File: src/rtl/fetch_ctrl_pkg.sv
// Shared definitions for the instruction-fetch sequencer: widths, reset PC and state encoding.
package fetch_ctrl_pkg;

  localparam int unsigned PcW    = 32;
  localparam int unsigned InstrW = 32;

  localparam logic [PcW-1:0] DefaultResetPc = 32'h0000_3000;

  typedef enum logic [1:0] {
    StBoot,
    StReq,
    StFull
  } fetch_state_e;

endpackage

File: src/rtl/fetch_ctrl.sv
// Fetch PC sequencer: drives a req/ack instruction memory, buffers one instruction for ID and
// applies ID-stage redirects with delayed-branch semantics (delay slot first, then target).
module fetch_ctrl
  import fetch_ctrl_pkg::*;
#(
  parameter logic [PcW-1:0] RESET_PC = DefaultResetPc
) (
  input  logic              clk,
  input  logic              reset,
  input  logic              stall_id,
  input  logic              redir_valid,
  input  logic [PcW-1:0]    redir_target,
  output logic              im_req,
  output logic [PcW-1:0]    im_addr,
  input  logic              im_ack,
  input  logic [InstrW-1:0] im_rdata,
  output logic              if_valid,
  output logic [InstrW-1:0] if_instr,
  output logic [PcW-1:0]    if_pc
);

  fetch_state_e      state_q, state_d;
  logic [PcW-1:0]    fetch_pc_q, fetch_pc_d;
  logic [PcW-1:0]    redir_pc_q, redir_pc_d;
  logic              redir_pend_q, redir_pend_d;
  logic [InstrW-1:0] if_instr_q, if_instr_d;
  logic [PcW-1:0]    if_pc_q, if_pc_d;

  logic redir;
  logic ack;

  // A redirect only counts when ID is actually advancing.
  assign redir = redir_valid & ~stall_id;

  always_comb begin
    im_req = 1'b0;
    unique case (state_q)
      StReq:   im_req = 1'b1;
      StFull:  im_req = ~stall_id & ~redir_valid;
      default: im_req = 1'b0;
    endcase
  end

  assign ack = im_req & im_ack;

  always_comb begin
    state_d      = state_q;
    fetch_pc_d   = fetch_pc_q;
    redir_pc_d   = redir_pc_q;
    redir_pend_d = redir_pend_q;
    if_instr_d   = if_instr_q;
    if_pc_d      = if_pc_q;

    // Any accepted response refills the buffer, whichever state issued the request.
    if (ack) begin
      if_instr_d = im_rdata;
      if_pc_d    = fetch_pc_q;
    end

    unique case (state_q)
      StBoot: state_d = StReq;
      StReq: begin
        if (ack) begin
          state_d      = StFull;
          redir_pend_d = 1'b0;
          if (redir) begin
            fetch_pc_d = redir_target;
          end else if (redir_pend_q) begin
            fetch_pc_d = redir_pc_q;
          end else begin
            fetch_pc_d = fetch_pc_q + PcW'(4);
          end
        end else if (redir) begin
          // Delay slot still in flight: remember the target until it lands.
          redir_pc_d   = redir_target;
          redir_pend_d = 1'b1;
        end
      end
      StFull: begin
        if (redir) begin
          fetch_pc_d = redir_target;
          state_d    = StReq;
        end else if (!stall_id) begin
          if (ack) begin
            fetch_pc_d = fetch_pc_q + PcW'(4);
          end else begin
            state_d = StReq;
          end
        end
      end
      default: state_d = StBoot;
    endcase
  end

  always_ff @(posedge clk or negedge reset) begin
    if (!reset) begin
      state_q      <= StBoot;
      fetch_pc_q   <= RESET_PC;
      redir_pc_q   <= '0;
      redir_pend_q <= 1'b0;
      if_instr_q   <= '0;
      if_pc_q      <= '0;
    end else begin
      state_q      <= state_d;
      fetch_pc_q   <= fetch_pc_d;
      redir_pc_q   <= redir_pc_d;
      redir_pend_q <= redir_pend_d;
      if_instr_q   <= if_instr_d;
      if_pc_q      <= if_pc_d;
    end
  end

  assign im_addr  = fetch_pc_q;
  assign if_valid = (state_q == StFull);
  assign if_instr = if_instr_q;
  assign if_pc    = if_pc_q;

endmodule

File: config.mk
export PLATFORM = sky130hd
export DESIGN_NAME = fetch_ctrl
export DESIGN_NICKNAME = d
export VERILOG_FILES = /design/src/rtl/fetch_ctrl_pkg.sv /design/src/rtl/fetch_ctrl.sv
export SDC_FILE = /design/constraint.sdc
export NUM_CORES = 1
export LEC_CHECK = 0
export BUFFER_PORTS_ARGS = -buffer_cell sky130_fd_sc_hd__buf_4
export CELL_PAD_IN_SITES_DETAIL_PLACEMENT = 1
export CELL_PAD_IN_SITES_GLOBAL_PLACEMENT = 1
export CORE_ASPECT_RATIO = 1.5
export CORE_UTILIZATION = 42
export CTS_BUF_LIST = sky130_fd_sc_hd__clkbuf_4 sky130_fd_sc_hd__clkbuf_8 sky130_fd_sc_hd__clkbuf_16
export DETAILED_ROUTE_END_ITERATION = 16
export PLACE_DENSITY = 0.95
export SYNTH_ARGS = -nofsm -noshare
export SYNTH_HDL_FRONTEND = slang
export SYNTH_SLANG_ARGS = --single-unit
File: constraint.sdc
create_clock -name clk -period 7.2 [get_ports clk]
set_clock_uncertainty 0.05 [all_clocks]
set_input_delay 1.08 -clock clk [delete_from_list [all_inputs] [get_ports clk]]
set_output_delay 1.08 -clock clk [all_outputs]
set_load 0.005 [all_outputs]
==> summary.txt <==
Clock tree
  • CTS tree: yes
  • Hold Buf Count CTS: 0
  • Worst skew pair latency: 0.42 ns
  • Clock H-tree levels: 4
  • Clk buf depth: 2
  • Num Clock Sinks: 131
  • CTS resizes: 0
  • Root Driver: clkbuf_16
  • Setup Fix Bufs, Post-CTS: 0
  • Worst-path clk slew: 0.06 ns
  • CTS Buf Count: 17

STA
  • Fmax: 316 MHz
  • Crit path time final: 3.16 ns
  • RSZ-0062 raised after global routing: false
  • Final Setup Violations: 0
  • Slew HR: 15.5%
  • Fin crit share: 44.0%
  • Max-slew violations: 0
  • Measured slew at the worst slew-check pin: 1.26 ns
  • Setup_tns: 0 ns
  • Final hold vios: 0

Worst setup path
  • Startpoint Class: input port
  • Reg2reg end: im_addr[17]$_DFFE_PN0P_
  • Crit Path Max Fanout: 37
  • Worst EP arrival: 3.45 ns
  • Crit Path Class: in -> reg
  • Critical path startpoint: stall_id
  • Worst r2r src: state_q[0]$_DFFE_PN0P_
  • Register-to-register setup slack: 4.14 ns
  • Crit path required time: 7.49 ns
  • Reg2reg path depth: 7
  • Worst Setup EP: im_addr[17]$_DFFE_PN0P_
  • CP Capture Type: register

Layout
  • Fin util: approximately three fifths
  • Commonest non-fill, non-tap cell in the layout: nand2_1
  • Layout area overhead: 34.1%
  • Share of layout cells above drive strength 1: 31.0%
  • Final Non-Filler Cells: 1011
  • Most frequent cells in the layout: 215 x nand2_1, 173 x buf_4, 129 x dfrtp_1, 48 x o21ai_0, 33 x mux2_2
  • Diodes inserted: 0
  • Nets@finish: roughly 880
  • Fillers: between 1500 and 2000

Yosys
  • Synth Flop Type: dfrtp_1
  • EDFF count, synth: 0
  • Syn Area/Cell: between 9 and 10 um2
  • Synthesized cell area: 0.00609 mm2
  • Post-synthesis sequential area ratio: 53.9%
  • Syn_nets: ~730
  • Async S/R FF share, synth: 100%
  • Distinct cells, synth: between 50 and 60
  • Yosys warning count: 0
  • Synth Instances: 654
  • Seq cells post-synth: 131

Outcome
  • Status: finished, final reports clean

Die
  • Core ar.: ~0.014 mm2
  • Initial Util: 43.3%
  • Cell row count: 53
  • Die ar.: around 0.015 mm2
  • Die Y: 149 um
  • Die X: 100 um
  • Ports: 167

Drt
  • Vias per cell: a little under 6
  • DRT iter0 DRCs: 342
  • Final antenna-violating net count: 0
  • DRC viols: 0
  • Routed Wire Length: 21000 um
  • Routed WL per cell: 20.7 um
  • Via count: 5868
  • First-pass iteration count of the detailed router: 4

Pwr
  • Logic pwr share: 40.3%
  • Sequential share of power: a little over a third
  • Net Sw Power: approximately 0.0016 W
  • Max IR drop VDD: 0.000304 V
  • Int Power: 0.00245 W
  • Sw Share: between 30% and 40%
  • Power per cell area: 495 mW/mm2
  • Total leakage power: 3.96 nW
  • Clock Power Share: between 20% and 30%

Global routing
  • GR Overflow Total: 0
  • Total track usage: 29.2%
  • Largest net degree at the start of global routing: 86
  • Initial antenna violation count: 0
  • Via count of the first global-routing pass: 6546
  • Global-route wire length before repair: 33200 um

Flow run
  • Max Cap Viol: 0

Placed design
  • Gpl congestion: 0.848
  • Detailed Place HPWL: 13700 um
  • IO Port Bufs: 166
  • Post-placement cell count: between 900 and 1000

Hold path
  • Worst Hold Class: reg -> reg
-- power groups by stage --
stage	registers, W	logic, W	clock network, W
2_1_floorplan	0.00135	0.000875	0
3_3_place_gp	0.00139	0.00147	0
3_5_place_dp	0.00143	0.00159	0
4_1_cts	0.00143	0.00164	0.000990
5_1_grt	0.00148	0.00179	0.00102
6_report	0.00144	0.00163	0.000977
-- through the flow --
step,setup WS [ns],power (W),cell area (um2),hold WS (ns)
2_1_floorplan,4.70,0.00222,6090,0.420
3_3_place_gp,3.93,0.00287,7500,0.409
3_5_place_dp,3.79,0.00302,7500,0.414
4_1_cts,4.09,0.00406,8170,0.434
5_1_grt,3.90,0.00429,8170,0.453
6_report,4.04,0.00404,8170,0.428
-- area by class of cell --
class	count	area [um2]	area share [%]
Clock inverter	14	226	2.77
Timing Repair Buffer	174	1310	16.0
Clock buffer	18	439	5.38
Tap cell	192	240	2.94
Multi-Input combinational cell	473	2640	32.3
Inverter	9	33.8	0.414
Sequential cell	131	3280	40.2
-- Yosys cell counts (3+ instances only) --
cell,number,share of area (%)
nand2_1,215,13
dfrtp_1,129,53
o21ai_0,48,3.9
clkbuf_1,38,2.3
mux2_2,33,6.1
nor2_1,27,1.7
a21oi_1,23,1.9
nand3_1,12,0.99
a22o_1,9,1.3
a22oi_1,9,1.1
a31oi_1,9,0.92
inv_1,9,0.55
nor3_1,8,0.66
nor4_1,7,0.72
o2bb2ai_1,6,0.86
nand4_1,5,0.51
o22ai_1,5,0.51
a222oi_1,4,0.66
ha_1,4,0.82
o311ai_0,4,0.58
o31a_1,4,0.58
a211o_1,3,0.43
and3_1,3,0.31
-- worst min-delay path by stage --
stage | from | end | slack (ns) | cells past startpoint
3_5_place_dp | if_instr[14]$_DFFE_PN0P_ | if_instr[14]$_DFFE_PN0P_ | 0.41 | 2
2_1_floorplan | if_instr[0]$_DFFE_PN0P_ | if_instr[0]$_DFFE_PN0P_ | 0.42 | 2
6_report | if_instr[25]$_DFFE_PN0P_ | if_instr[25]$_DFFE_PN0P_ | 0.43 | 2
3_3_place_gp | if_pc[20]$_DFFE_PN0P_ | if_pc[20]$_DFFE_PN0P_ | 0.41 | 2
4_1_cts | if_instr[25]$_DFFE_PN0P_ | if_instr[25]$_DFFE_PN0P_ | 0.43 | 2
5_1_grt | if_pc[29]$_DFFE_PN0P_ | if_pc[29]$_DFFE_PN0P_ | 0.45 | 2
-- critical path: stages --
cell	delay (ns)
buf_4	0.12
nand2b_1	0.42
nand2_1	0.86
nor3_1	0.60
a222oi_1	0.16
o2bb2ai_1	0.20
-- flip-flops by register name (all words and copies together) (netlist names) --
register	cells
redir_pc_q	32
im_addr	32
redir_pend_q	1
state_q	2
if_pc	32
if_instr	32
-- metal layers --
| layer | track usage [%] | wire length (um) | up-vias |
|---|---|---|---|
| met5 | 0 | 0 | - |
| met4 | 18.2 | 994 | 0 |
| met3 | 7.80 | 1270 | 87 |
| li1 | - | - | 2579 |
| met2 | 51.1 | 11000 | 260 |
| met1 | 31.0 | 7640 | 2942 |
-- kinds of logic (layout without fill, tap and decap cells) --
family	after synthesis	after routing	synth area share, %
AO/OA/AOI/OAI	138	138	14.8
multiplexers	35	35	6.43
flip-flops	131	131	53.9
AND/OR/NAND/NOR	296	296	20.9
buffers and inverters	50	215	3.10
adder cells (fa/ha/maj)	4	4	0.822
Note: power is estimated with default switching activity, not from simulation.
